`config.mk`:
```
export PLATFORM = sky130hd
export DESIGN_NAME = muldiv_unit
export DESIGN_NICKNAME = d
export VERILOG_FILES = /design/src/rtl/muldiv_unit.sv
export SDC_FILE = /design/constraint.sdc
export NUM_CORES = 1
export LEC_CHECK = 0
export BUFFER_PORTS_ARGS = -buffer_cell sky130_fd_sc_hd__buf_2
export CORE_MARGIN = 4
export CORE_UTILIZATION = 56
export DETAILED_ROUTE_END_ITERATION = 6
export GPL_TIMING_DRIVEN = 0
export PLACE_DENSITY = 0.81
export SYNTH_ARGS = -nofsm -noshare
export SYNTH_HDL_FRONTEND = slang
export SYNTH_SLANG_ARGS = --single-unit
export TNS_END_PERCENT = 1
```
`constraint.sdc`:
```
create_clock -name clk -period 6.4 [get_ports clk]
set_input_delay 1.6 -clock clk [delete_from_list [all_inputs] [get_ports clk]]
set_output_delay 1.6 -clock clk [all_outputs]
set_load 0.01 [all_outputs]
```
`src/rtl/muldiv_unit.sv`:
```
// Iterative RV32M multiply/divide unit with start/busy/done handshake.
// Define MULDIV_DIV_EN to build the divide datapath; otherwise divides report illegal.
module muldiv_unit #(
    parameter int XLEN = 32
) (
    input  logic            clk,
    input  logic            rst,
    input  logic            start,
    input  logic [1:0]      alu_op,
    input  logic [2:0]      funct3,
    input  logic [6:0]      funct7,
    input  logic [XLEN-1:0] rs1,
    input  logic [XLEN-1:0] rs2,
    input  logic            flush,
    output logic            busy,
    output logic            done,
    output logic [XLEN-1:0] result,
    output logic            illegal
);
    localparam int CW = $clog2(XLEN) + 1;
    localparam logic [XLEN-1:0] MIN_NEG = {1'b1, {(XLEN-1){1'b0}}};

    typedef enum logic [2:0] {
        S_IDLE,
        S_MUL,
`ifdef MULDIV_DIV_EN
        S_DIV,
`endif
        S_FIX,
        S_DONE
    } state_t;

    state_t            r_state;
    logic [CW-1:0]     r_cnt;
    logic              r_busy;
    logic              r_done;
    logic              r_illegal;
    logic [XLEN-1:0]   r_result;
    logic [2:0]        r_op;
    logic              r_neg;
    logic [2*XLEN-1:0] r_acc;
    logic [XLEN-1:0]   r_mcand;

    logic              w_accept;
    logic              w_a_signed;
    logic              w_b_signed;
    logic              w_sa;
    logic              w_sb;
    logic              w_res_neg;
    logic              w_early;
    logic [XLEN-1:0]   w_mag_a;
    logic [XLEN-1:0]   w_mag_b;
    logic [XLEN:0]     w_mul_sum;
    logic [2*XLEN-1:0] w_prod;
    logic [XLEN-1:0]   w_mul_res;
    logic [XLEN-1:0]   w_fix_res;

    assign w_accept   = start && !r_busy && !flush && (alu_op == 2'b10) && (funct7 == 7'b0000001);
    assign w_a_signed = (funct3 == 3'b001) || (funct3 == 3'b010) || (funct3 == 3'b100) || (funct3 == 3'b110);
    assign w_b_signed = (funct3 == 3'b001) || (funct3 == 3'b100) || (funct3 == 3'b110);
    assign w_sa       = w_a_signed && rs1[XLEN-1];
    assign w_sb       = w_b_signed && rs2[XLEN-1];
    assign w_mag_a    = w_sa ? -rs1 : rs1;
    assign w_mag_b    = w_sb ? -rs2 : rs2;
    // Remainders take the dividend's sign; products and quotients take sA^sB.
    assign w_res_neg  = (funct3[2] && funct3[1]) ? w_sa : (w_sa ^ w_sb);

    // Low half of the accumulator holds the unconsumed multiplier bits.
    assign w_mul_sum  = {1'b0, r_acc[2*XLEN-1:XLEN]} + (r_acc[0] ? {1'b0, r_mcand} : '0);
    assign w_prod     = r_neg ? -r_acc : r_acc;
    assign w_mul_res  = (r_op[1:0] == 2'b00) ? w_prod[XLEN-1:0] : w_prod[2*XLEN-1:XLEN];

`ifdef MULDIV_DIV_EN
    logic [XLEN:0]     r_rem;
    logic [XLEN-1:0]   r_quo;
    logic [XLEN-1:0]   r_dvs;
    logic              r_early;
    logic [XLEN-1:0]   r_early_res;

    logic              w_div_zero;
    logic              w_ovf;
    logic [XLEN-1:0]   w_early_res;
    logic [XLEN+1:0]   w_div_diff;
    logic [XLEN-1:0]   w_quo_res;
    logic [XLEN-1:0]   w_rem_res;

    assign w_div_zero  = (rs2 == '0);
    assign w_ovf       = !funct3[0] && (rs1 == MIN_NEG) && (rs2 == '1);
    assign w_early     = funct3[2] && (w_div_zero || w_ovf);
    assign w_early_res = w_div_zero ? (funct3[1] ? rs1 : '1) : (funct3[1] ? '0 : rs1);

    // Trial subtraction; the top bit is the borrow that decides restore.
    assign w_div_diff  = {r_rem, r_quo[XLEN-1]} - {2'b00, r_dvs};
    assign w_quo_res   = r_neg ? -r_quo : r_quo;
    assign w_rem_res   = r_neg ? -r_rem[XLEN-1:0] : r_rem[XLEN-1:0];
    assign w_fix_res   = r_early ? r_early_res : (r_op[2] ? (r_op[1] ? w_rem_res : w_quo_res) : w_mul_res);
`else
    assign w_early     = funct3[2];
    assign w_fix_res   = r_op[2] ? '0 : w_mul_res;
`endif

    always_ff @(posedge clk) begin
        if (rst) begin
            r_state   <= S_IDLE;
            r_cnt     <= '0;
            r_busy    <= 1'b0;
            r_done    <= 1'b0;
            r_illegal <= 1'b0;
            r_result  <= '0;
            r_op      <= '0;
            r_neg     <= 1'b0;
            r_acc     <= '0;
            r_mcand   <= '0;
`ifdef MULDIV_DIV_EN
            r_rem       <= '0;
            r_quo       <= '0;
            r_dvs       <= '0;
            r_early     <= 1'b0;
            r_early_res <= '0;
`endif
        end else begin
            r_done <= 1'b0;
            case (r_state)
                S_IDLE, S_DONE: begin
                    r_state <= S_IDLE;
                    if (w_accept) begin
                        r_op    <= funct3;
                        r_neg   <= w_res_neg;
                        r_cnt   <= '0;
                        r_busy  <= 1'b1;
                        r_acc   <= {{XLEN{1'b0}}, w_mag_b};
                        r_mcand <= w_mag_a;
`ifdef MULDIV_DIV_EN
                        r_rem       <= '0;
                        r_quo       <= w_mag_a;
                        r_dvs       <= w_mag_b;
                        r_early     <= w_early;
                        r_early_res <= w_early_res;
`endif
                        if (w_early)
                            r_state <= S_FIX;
`ifdef MULDIV_DIV_EN
                        else if (funct3[2])
                            r_state <= S_DIV;
`endif
                        else
                            r_state <= S_MUL;
                    end
                end
                S_MUL: begin
                    if (flush) begin
                        r_state <= S_IDLE;
                        r_busy  <= 1'b0;
                    end else begin
                        r_acc <= {w_mul_sum, r_acc[XLEN-1:1]};
                        r_cnt <= r_cnt + CW'(1);
                        if (r_cnt == CW'(XLEN-1)) begin
                            r_state <= S_FIX;
                            r_cnt   <= '0;
                        end
                    end
                end
`ifdef MULDIV_DIV_EN
                S_DIV: begin
                    if (flush) begin
                        r_state <= S_IDLE;
                        r_busy  <= 1'b0;
                    end else begin
                        if (!w_div_diff[XLEN+1]) begin
                            r_rem <= w_div_diff[XLEN:0];
                            r_quo <= {r_quo[XLEN-2:0], 1'b1};
                        end else begin
                            r_rem <= {r_rem[XLEN-1:0], r_quo[XLEN-1]};
                            r_quo <= {r_quo[XLEN-2:0], 1'b0};
                        end
                        r_cnt <= r_cnt + CW'(1);
                        if (r_cnt == CW'(XLEN-1)) begin
                            r_state <= S_FIX;
                            r_cnt   <= '0;
                        end
                    end
                end
`endif
                S_FIX: begin
                    if (flush) begin
                        r_state <= S_IDLE;
                        r_busy  <= 1'b0;
                    end else begin
                        r_result <= w_fix_res;
`ifdef MULDIV_DIV_EN
                        r_illegal <= 1'b0;
`else
                        r_illegal <= r_op[2];
`endif
                        r_done  <= 1'b1;
                        r_busy  <= 1'b0;
                        r_state <= S_DONE;
                    end
                end
                default: begin
                    r_state <= S_IDLE;
                    r_busy  <= 1'b0;
                end
            endcase
        end
    end

    assign busy    = r_busy;
    assign done    = r_done;
    assign result  = r_result;
    assign illegal = r_illegal;

endmodule

```
Yosys cells after proc, flatten, opt, wreduce, memory -nomap -nowiden
Cells that the tools add are included.
{"block": "word_totals", "output_inout_bits": 35, "word_cells": 79, "ff_bits": 144}
{"block": "classes", "add_sub_neg": 5, "n_bitwise": 3, "eq_ne": 14, "n_reduce_logical": 23, "mux": 24}
{"operator": "$mux 64", "count": 3}
{"operator": "$mux 32", "count": 5}
{"operator": "$pmux 64 s2", "count": 1}
{"operator": "$neg 32->32", "count": 2}
{"operator": "$neg 64->64", "count": 1}
{"operator": "$add 32x32->33", "count": 1}
{"operator": "$mux 6", "count": 3}
{"operator": "$pmux 6 s2", "count": 1}
{"operator": "$eq 3x2->1 const B", "count": 3}
{"operator": "$pmux 3 s3", "count": 1}
{"operator": "$eq 7x1->1 const B", "count": 1}
{"operator": "$logic_and 1x1->1", "count": 7}
{"operator": "$add 6x1->6 const B", "count": 1}
{"operator": "$eq 3x1->1 const B", "count": 2}
{"operator": "$eq 3x3->1 const B", "count": 2}
{"operator": "$eq 6x5->1 const B", "count": 1}
{"operator": "$mux 2", "count": 3}
{"operator": "$mux 3", "count": 2}
{"operator": "$ne 2x2->1 const B", "count": 3}
{"operator": "$reduce_and 2->1", "count": 3}
{"operator": "$logic_or 1x1->1", "count": 5}
{"operator": "$mux 1", "count": 4}
{"operator": "$reduce_or 2->1", "count": 2}
{"operator": "$logic_not 3->1", "count": 1}
{"operator": "9 further kinds", "count": 11}

Longest topological paths before layout
Gate-level depths: netlist of the first run.
{"block": "logic_depth", "ltp_word": 7, "ltp_mapped": 14, "depth_no_buf": 12}

Least setup slack after synthesis of the first run
Ideal clock, no wire load.
{"block": "synth_path", "kind": "input port to flip-flop", "startpoint": "in rs1[16]", "endpoint": "reg r_mcand[28]", "path_slack_ns": 2.838, "path_buffers": 0, "arrival_time_ns": 3.476, "t_required_ns": 6.314, "stages": 7, "path_cell_list": "or4_1 -> nor4_1 -> nand2b_1 -> or3_1 -> o41ai_1 -> xor2_1 -> a211oi_1"}
{"block": "synth_between", "elab_chain_len": 2}
{"element": "start, declared", "line": "12", "text": "input logic [XLEN-1:0] rs1,"}
{"element": "$neg 32->32", "line": "63", "text": "assign w_mag_a = w_sa ? -rs1 : rs1;"}
{"element": "$mux 32", "line": "63"}
{"element": "end signal, assigned", "line": "132", "text": "r_mcand <= w_mag_a;"}
{"element": "end, declared", "line": "42", "text": "logic [XLEN-1:0] r_mcand;"}
Every way passes these cells.
A chain may end at the register's enable or synchronous reset.

Worst setup path in the final report of the first run
{"block": "layout_path", "startpoint": "in funct7[1]", "endpoint": "reg r_acc[29]"}
{"block": "layout_between", "elab_chain_len": 4}
{"element": "start, declared", "line": "11", "text": "input logic [6:0] funct7,"}
{"element": "$eq 7x1->1", "line": "58", "text": "assign w_accept = start && !r_busy && !flush && (alu_op == 2'b10) && (funct7 == 7'b0000001);"}
{"element": "$logic_and 1x1->1", "line": "58"}
{"element": "$ne 2x2->1 (no line)"}
{"element": "$reduce_and 3->1 (no line)"}
{"element": "end signal, assigned", "line": "131", "text": "r_acc <= {{XLEN{1'b0}}, w_mag_b};"}
{"element": "end signal, assigned", "line": "155", "text": "r_acc <= {w_mul_sum, r_acc[XLEN-1:1]};"}
{"element": "end, declared", "line": "41", "text": "logic [2*XLEN-1:0] r_acc;"}
Every way passes these cells.

==> results.sh, run 1 <==
export IMPL_timing_clock_skew_ns=0.005833
export IMPL_max_transition_viols_final=0
export IMPL_dr_pass1_iters=6
export IMPL_layout_setup_ws_ns=2.495
export IMPL_uppermost_signal_routing_layer_after_detailed_routing="met4"
export IMPL_cts_root_buf="clkbuf_16"
export IMPL_syn_num_nets=1463
export IMPL_wire_per_inst_microns=18.71
export IMPL_post_cts_buffers=0
export IMPL_worstMarginPinSlew_ns=0.9595
export IMPL_cellLeakagePower_uw=0.004598
export IMPL_cp_end_kind="flip-flop"
export IMPL_die_height_microns=142.8
export IMPL_grt_max_degree=17
export IMPL_peakVddDrop_mv=0.1701
export IMPL_start_util_pct=56.84
export IMPL_antenna_cells=0
export IMPL_synthFlopType="dfxtp_1"
export IMPL_cts_root_to_sink_buffers=2
export IMPL_routabilityCongestion=0.9501
export IMPL_grt_total_usage_pct=30.96
export IMPL_final_net_count=1595
export IMPL_insertion_delay_ns=0.43
export IMPL_clock_sinks=143
export IMPL_clk_pin_slew_worst_paths_ns=0.06
export IMPL_dr_total_vias=10717
export IMPL_class_of_the_tightest_hold_or_removal_check="reg -> reg"
export IMPL_worstPathArrival_ns=4.20
export IMPL_share_of_synthesized_registers_carrying_an_async_set_or_reset_pct=0
export IMPL_drt_iter0_markers=1061
export IMPL_synth_area_per_cell_sq_um=7.571
export IMPL_io_buffer_count=113
export IMPL_report_final_hold_viol_count=0
export IMPL_required_ns=6.70
export IMPL_synth_top_area_share_pct=28.14
export IMPL_grt_first_pass_wirelength_mm=50.63
export IMPL_power_per_cell_area_nw_per_um2=181.8
export IMPL_placedInstanceArea_sq_um=11030
export IMPL_seq_area_frac_synth_pct=28.14
export IMPL_die_area_sq_um=20390
export IMPL_synth_warning_count=0
export IMPL_fillCellCount=1622
export IMPL_tritoncts="done"
export IMPL_cts_hold_buf=0
export IMPL_maxCapViolCount=0
export IMPL_achievable_frequency_mhz=256.1
export IMPL_ys_ff_latch=143
export IMPL_area_delta_synth_final_pct=14.56
export IMPL_slew_limit_headroom_pct=35.20
export IMPL_netlist_top_cells_area="dfxtp_1 28%, xor2_1 6.7%, nand2_1 6.1%, a21oi_1 4.8%, xnor2_1 4.7%"
export IMPL_wl_met3_mm=2.722
export IMPL_route_layer_met1_wl_mm=13.90
export IMPL_detail_route_vias_per_cell=6.238
export IMPL_wirelength_mm=32.14
export IMPL_status="complete, no violations"
export IMPL_tns_ns=0
export IMPL_start_kind="input port"
export IMPL_synth_top_area_cell="dfxtp_1"
export IMPL_dpl_hpwl_mm=25.05
export IMPL_antenna_violations_before_repair=0
export IMPL_syn_cell_area_sq_um=10170
export IMPL_final_antenna_net_count=0
export IMPL_grt_pass1_vias=9723
export IMPL_min_period_ns=3.905
export IMPL_power_frac_seq_pct=42.0
export IMPL_global_route_overflow_total=0
export IMPL_syn_inst_count=1344
export IMPL_num_rows=49
export IMPL_switching_pwr_uw=506.5
export IMPL_power_switching_share_pct=23.90
export IMPL_timing_setup_critical_path_class="in -> reg"
export IMPL_preCtsSetupSlack_ns=2.129
export IMPL_worstPathMaxFanout=10
export IMPL_cts_inserted_buffers=17
export IMPL_layout_drive_gt1_share_pct=11.01
export IMPL_post_route_drc_count=0
export IMPL_met2_wire_length_mm=14.58
export IMPL_post_synth_num_cell_types=66
export IMPL_number_of_enable_flip_flop_cells_after_synthesis=0
export IMPL_postCtsResizedCells=0
export IMPL_setup_violations_final=0
export IMPL_core_sq_um=17900
export IMPL_num_io_pins=115
export IMPL_period_share_pct=61.02
export IMPL_pwr_share_clk_pct=50.7
export IMPL_finish_instance_area_sq_um=11660
export IMPL_p_comb_share_pct=7.3
export IMPL_htree_num_levels=4
export IMPL_rsz_0062_raised_after_global_routing="no"
export IMPL_cellInternalPower_uw=1613
export IMPL_finish_utilization_pct=65.11
export IMPL_total_power_uw=2119
export IMPL_chipWidth_microns=142.8
-- area by class of cell --
type / instances / area [sq um] / share of cell area, %
Multi-Input combinational cell: 1096 / 6918 / 59.35
Clock buffer: 19 / 442.9 / 3.800
Sequential cell: 143 / 2863 / 24.56
Inverter: 23 / 86.33 / 0.7407
Tap cell: 229 / 286.5 / 2.458
Timing Repair Buffer: 113 / 565.5 / 4.852
Buffer: 82 / 307.8 / 2.641
Clock inverter: 13 / 186.4 / 1.599
-- flip-flops by register name, summed over array words and instances, names as in the netlist --
name and flops:
r_cnt 6, busy 1, r_neg 1, r_acc 64
illegal 1, r_mcand 32, result 32, r_state 2
done 1, r_op 3
-- through the flow --
stage,std cells,hold WS [ns]
detailed placement,1686,0.4415
floorplan,1344,0.4273
global placement,1686,0.4285
CTS,1718,0.4526
finish,1718,0.4487
global route,1718,0.4853
-- worst paths after layout --
kind / start / end / slack (ns) / depth (start not counted)
setup reg to reg: r_acc[0] / r_acc[47] / 2.61 / 14
hold reg to reg: result[12] / result[12] / 0.45 / 1
setup / recovery: funct7[1] / r_acc[29] / 2.49 / 8
hold / removal: result[12] / result[12] / 0.45 / 1
-- cells in the mapped netlist (4+ instances only) --
cell type	instances
ha_1	38
and2_1	36
xnor2_1	55
mux2i_1	18
nand3b_1	6
or4_1	17
nor3_1	36
nand4_1	11
clkbuf_1	73
xor2_1	78
nor4_1	13
o221ai_1	6
o211ai_1	6
and3_1	6
or3_1	15
o31ai_1	32
a21oi_1	98
a21o_1	22
o21ai_1	34
a211oi_1	37
a221oi_1	7
nor2_1	111
o41ai_1	13
nor2b_1	9
a222oi_1	5
inv_1	23
nand3_1	30
buf_1	9
a22oi_1	22
nand2b_1	15
o21ai_0	91
or2_2	4
dfxtp_1	143
a31oi_1	5
a311oi_1	4
nand2_1	166
-- layer usage --
layer	track usage, %	up-vias
met4	11.21	0
met1	42.14	4963
met5	0	-
met3	5.325	73
met2	49.48	533
li1	-	5148
-- critical path: stages --
cell and delay (ns):
buf_2 0.10, nor4b_1 0.29, nand3_1 0.21, a21oi_1 0.44, clkbuf_1 0.50, buf_1 0.72
mux2i_1 0.28, nor2_1 0.06
-- cell families (layout without fill, tap and decap cells) --
kind of cell               after synthesis  count (layout)  synth area share (%)
buffers and inverters                  105             250                 3.874
muxes                                   18              18                 1.771
DFF                                    143             143                 28.14
adders and majority gates               39              39                 4.870
and+or+nand+nor                        499             499                 24.46
xor gates and xnor gates               133             133                 11.45
AOI/OAI and AO/OA                      407             407                 25.44
-- power groups by stage --
stage               sequential [uW]  combinational, uW  clock (uW)
floorplan                       910               85.0           0
global placement                910                149           0
detailed placement              910                152           0
CTS                             891                153        1070
global route                    890                170        1110
finish                          891                155        1070
-- placed cells by master, fill, tap and decap left out, drive strengths merged, types with 32 or more instances in the layout --
cell and count:
a21oi 98, and2 36, buf 122, ha 38, xnor2 55, xor2 78, nand2 166, dfxtp 143
o21ai 125, clkbuf 92, o31ai 32, a211oi 37, nor2 112, nor3 36
(Power assumes the default switching activity.)
==> run 2, diff against run 1 <==
- CORE_UTILIZATION: 56 -> 54
- clock period: 6.4 -> 3.3 ns (I/O delays scaled with it)
==> results.sh, run 2 (synthesis gave the netlist of run 1 again) <==
export IMPL_critPathMaxStageDelay_ns=0.45
export IMPL_start_util_pct=55.69
export IMPL_dpl_hpwl_mm=24.74
export IMPL_worstPathArrival_ns=3.56
export IMPL_io_buffer_count=113
export IMPL_final_net_count=1594
export IMPL_dr_total_vias=10712
export IMPL_rsz_0062_raised_after_global_routing="yes"
export IMPL_cellLeakagePower_uw=0.004592
export IMPL_clock_sinks=143
export IMPL_cp_end_kind="flip-flop"
export IMPL_layout_drive_gt1_share_pct=11.76
export IMPL_num_rows=49
export IMPL_layout_setup_ws_ns=0.03313
export IMPL_global_route_overflow_total=0
export IMPL_total_power_uw=4000
export IMPL_num_io_pins=115
export IMPL_maxCapViolCount=0
export IMPL_core_sq_um=18270
export IMPL_worstPathMaxFanout=12
export IMPL_achievable_frequency_mhz=306.1
export IMPL_class_of_the_tightest_hold_or_removal_check="reg -> reg"
export IMPL_slew_limit_headroom_pct=42.38
export IMPL_cp_cell_sequence="buf_2, and2_1, ha_1, inv_1, fa_1, nor2b_1, o31ai_2, a21oi_1, or3_1, a41o_1, a311oi_2, xor2_1, o21ai_0"
export IMPL_flip_flop_count_of_the_largest_register_after_layout=64
export IMPL_grt_pass1_vias=9640
export IMPL_grt_first_pass_wirelength_mm=49.57
export IMPL_ff2ff_path_depth=13
export IMPL_preCtsSetupSlack_ns=-0.4383
export IMPL_routabilityCongestion=0.9927
export IMPL_max_transition_viols_final=0
export IMPL_setup_slack_on_the_worst_flop_to_flop_path_ns=0.03
export IMPL_min_period_ns=3.267
export IMPL_dpl_cell_count=1686
export IMPL_die_area_sq_um=21100
export IMPL_timing_rr_start="r_acc[0]"
export IMPL_hold_path_cell_count=1
export IMPL_max_flop_register="r_acc"
export IMPL_antenna_cells=0
export IMPL_setup_violations_final=0
export IMPL_timing_setup_critical_path_class="reg -> reg"
export IMPL_cpMaxStageDelayCell="or3_1"
export IMPL_final_antenna_net_count=0
export IMPL_report_final_hold_viol_count=0
export IMPL_cts_inserted_buffers=17
export IMPL_tns_ns=0
export IMPL_peakVddDrop_mv=0.2911
export IMPL_power_per_cell_area_nw_per_um2=343.1
export IMPL_cts_root_buf="clkbuf_16"
export IMPL_clk_pin_slew_worst_paths_ns=0.07
export IMPL_final_cell_mix="166 x nand2_1, 142 x dfxtp_1, 114 x buf_2"
export IMPL_min_delay_endpoint="result[20]"
export IMPL_status="complete, no violations"
export IMPL_detail_route_vias_per_cell=6.239
export IMPL_critical_path_reg2reg_endpoint="r_acc[57]"
export IMPL_tritoncts="done"
export IMPL_startpoint="r_acc[0]"
export IMPL_chipWidth_microns=145.3
export IMPL_start_kind="flip-flop"
export IMPL_mostFrequentLayoutCell="nand2_1"
export IMPL_post_route_drc_count=0
export IMPL_layoutNonFillerInstCount=1717
export IMPL_post_cts_buffers=0
export IMPL_grt_total_usage_pct=28.52
export IMPL_worstMarginPinSlew_ns=0.8532
export IMPL_grt_max_degree=17
export IMPL_antenna_violations_before_repair=0
export IMPL_dr_pass1_iters=6
export IMPL_drt_iter0_markers=1307
export IMPL_wire_per_inst_microns=18.55
export IMPL_htree_num_levels=4
export IMPL_period_share_pct=99.00
export IMPL_required_ns=3.60
export IMPL_wirelength_mm=31.84
export IMPL_area_delta_synth_final_pct=14.60
export IMPL_cts_root_to_sink_buffers=2
export IMPL_die_height_microns=145.3
export IMPL_timing_clock_skew_ns=0.01316
export IMPL_hold_path_startpoint="result[20]"
export IMPL_insertion_delay_ns=0.44
==> run 2: metal layers <==
layer / share of wire, % / global-route usage (%)
met4: 2.5 / 9.022
met5: 0 / 0
met1: 42 / 38.61
met3: 10 / 6.330
met2: 45 / 45.48
==> run 2: timing repair <==
item,CTS,global route
gates resized for setup,6,9
endpoints found under the setup margin,20,27
hold buffers,0,0
==> run 2: critical path: cells and delay by family, from the launching register on <==
family,cells,cell delay [ns]
compound gates,5,1.14
simple gates,3,0.71
flops,1,0.40
fa+ha+maj,2,0.39
buf+inv,2,0.28
xor+xnor,1,0.19
==> run 2: worst max-delay path by stage <==
stage	slack [ns]	end	cells after the start
after floorplan	0.31	r_acc[57]	12
after global placement	-0.37	r_acc[47]	14
after global routing	-0.1	r_acc[57]	11
after CTS	0.04	r_acc[57]	13
after detailed placement	-0.44	r_acc[47]	14
final	0.03	r_acc[57]	13
==> run 2: final cells by class <==
cell class              count  area (sq um)
multi-input cells        1096          6950
fillers                  1636          6610
flip-flops and latches    143          2867
repair buffers            113         565.5
clock buffers              19         442.9
plain buffers              81         309.0
well taps                 229         286.5
clock inverters            13         152.6
inverters                  23         86.33
==> run 2: where the power goes <==
part | switching, uW | leakage (uW) | internal [uW]
combinational | 186 | 0.00315 | 114
sequential | 0.729 | 0.00115 | 1730
clock | 825 | 0.000287 | 1150
==> run 2: through the flow <==
stage	util [%]	cell area, sq um	hold WS (ns)
global placement	60.35	11030	0.4287
global route	63.82	11660	0.4865
detailed placement	60.35	11030	0.4396
finish	63.82	11660	0.4479
CTS	63.66	11630	0.4535
floorplan	-	10170	0.4273
==> run 3, diff against run 2 <==
- CORE_UTILIZATION: 54 -> 56
- CTS_BUF_LIST: not set -> sky130_fd_sc_hd__clkbuf_4 sky130_fd_sc_hd__clkbuf_8
- PLACE_DENSITY: 0.81 -> 0.84
==> results.sh, run 3 (synthesis gave the netlist of run 1 again) <==
export IMPL_layoutNonFillerInstCount=1717
export IMPL_num_rows=49
export IMPL_cts_hold_buf=0
export IMPL_cp_end_kind="flip-flop"
export IMPL_required_ns=3.63
export IMPL_grt_total_usage_pct=30.35
export IMPL_cpMaxStageDelayCell="or3_1"
export IMPL_global_route_overflow_total=0
export IMPL_routabilityCongestion=1.016
export IMPL_drt_iter0_markers=1143
export IMPL_post_route_drc_count=0
export IMPL_flip_flop_count_of_the_largest_register_after_layout=64
export IMPL_core_sq_um=17900
export IMPL_power_per_cell_area_nw_per_um2=310.4
export IMPL_report_final_hold_viol_count=0
export IMPL_tritoncts="done"
export IMPL_cts_root_to_sink_buffers=2
export IMPL_rsz_0062_raised_after_global_routing="yes"
export IMPL_htree_num_levels=4
export IMPL_critPathBufInv=2
export IMPL_slew_limit_headroom_pct=43.77
export IMPL_grt_first_pass_wirelength_mm=49.65
export IMPL_grt_max_degree=17
export IMPL_maxCapViolCount=0
export IMPL_peakVddDrop_mv=0.2866
export IMPL_min_period_ns=3.256
export IMPL_antenna_cells=0
export IMPL_layout_area_seq_sq_um=2867
export IMPL_detail_route_vias_per_cell=6.266
export IMPL_hold_slack_ns=0.4675
export IMPL_final_net_count=1594
export IMPL_die_area_sq_um=20390
export IMPL_clock_sinks=143
export IMPL_mostFrequentLayoutCell="nand2_1"
export IMPL_insertion_delay_ns=0.47
export IMPL_io_buffer_count=113
export IMPL_die_height_microns=142.8
export IMPL_cellLeakagePower_uw=0.004501
export IMPL_grtUsageMet3_pct=5.224
export IMPL_grt_use_met2_pct=48.89
export IMPL_multi_input_area_sq_um=6933
export IMPL_grt_pass1_vias=9694
export IMPL_status="complete, no violations"
export IMPL_layout_setup_ws_ns=0.04373
export IMPL_antenna_violations_before_repair=0
export IMPL_worstPathArrival_ns=3.59
export IMPL_class_of_the_tightest_hold_or_removal_check="reg -> reg"
export IMPL_achievable_frequency_mhz=307.1
export IMPL_dpl_cell_count=1686
export IMPL_timing_clock_skew_ns=0.02231
export IMPL_setup_violations_final=0
export IMPL_busiest_layer_in_global_routing="met2"
export IMPL_fillCellCount=1597
export IMPL_max_transition_viols_final=0
export IMPL_timing_setup_critical_path_class="reg -> reg"
export IMPL_num_io_pins=115
export IMPL_start_kind="flip-flop"
export IMPL_dr_total_vias=10759
export IMPL_tns_ns=0
export IMPL_start_util_pct=56.84
export IMPL_clk_pin_slew_worst_paths_ns=0.09
export IMPL_cp_cell_sequence="clkbuf_2, and2_1, ha_1, inv_1, fa_1, nor2b_1, o31ai_2, a21oi_1, or3_1, a41o_1, a311oi_1, xor2_1, o21ai_0"
export IMPL_cts_root_buf="clkbuf_8"
export IMPL_wirelength_mm=31.43
export IMPL_critPathMaxStageDelay_ns=0.43
export IMPL_layout_drive_gt1_share_pct=11.56
export IMPL_worstPathMaxFanout=12
export IMPL_cts_inserted_buffers=17
export IMPL_wire_per_inst_microns=18.31
export IMPL_setup_slack_on_the_worst_flop_to_flop_path_ns=0.04
export IMPL_critical_path_top_delay_family="compound AO/OA/AOI/OAI gates"
export IMPL_worstMarginPinSlew_ns=0.8326
export IMPL_max_flop_register="r_acc"
export IMPL_period_share_pct=98.67
export IMPL_area_delta_synth_final_pct=12.69
export IMPL_final_cell_mix="166 x nand2_1, 142 x dfxtp_1, 113 x buf_2"
export IMPL_dr_pass1_iters=6
export IMPL_dpl_hpwl_mm=24.55
export IMPL_grt_use_met1_pct=41.07
export IMPL_final_antenna_net_count=0
export IMPL_chipWidth_microns=142.8
export IMPL_preCtsSetupSlack_ns=-0.3784
run 3: cell count changes in the layout (fill, tap and decap cells not counted), sizes merged:
| cell | before | now |
|---|---|---|
| clkinvlp | 2 | 3 |
| clkbuf | 91 | 90 |
| clkinv | 4 | 3 |
| bufinv | 2 | 3 |
run 3: layout make-up:
class                   count  area share (%)
multi-input cells        1096           60.46
well taps                 229           2.499
clock buffers              18           2.106
plain buffers              81           2.684
flip-flops and latches    143           25.00
repair buffers            113           4.932
inverters                  23          0.7529
clock inverters            14           1.560
run 3: worst paths after layout:
kind                               start  cells after the start        end
worst min-delay path             r_op[0]                      2    r_op[0]
worst max register to register  r_acc[0]                     13  r_acc[57]
worst min register to register   r_op[0]                      2    r_op[0]
worst max-delay path            r_acc[0]                     13  r_acc[57]
run 3: where the power goes:
group	leakage (uW)	switching, uW	internal, uW
sequential	0.00115	0.705	1720
combinational	0.00314	183	114
clock	0.000204	771	768
total	0.00450	954	2610
run 3: per-layer routing:
| metal | part of all wire (%) | vias up |
|---|---|---|
| li1 | - | 5151 |
| met5 | 0 | - |
| met1 | 42 | 4984 |
| met2 | 45 | 547 |
| met3 | 9.8 | 77 |
| met4 | 2.8 | 0 |
run 3: what timing repair did:
item                       4_1_cts  5_1_grt
buffers inserted                 0        0
gates resized for setup          4        6
setup endpoints to repair       19       22
run 3: per-stage QoR:
| step | total power (uW) | cell area, sq um | util [%] |
|---|---|---|---|
| after floorplan | 1930 | 10170 | - |
| after global placement | 2052 | 11030 | 61.59 |
| after detailed placement | 2058 | 11030 | 61.59 |
| after CTS | 3553 | 11450 | 63.97 |
| after global routing | 3664 | 11470 | 64.05 |
| final | 3559 | 11470 | 64.05 |
run 3: worst min-delay path: cells and delay by family (launching register included):
family,cells,cell delay [ns]
flip-flops,1,0.32
AO/OA/AOI/OAI,1,0.05
AND/OR/NAND/NOR,1,0.05
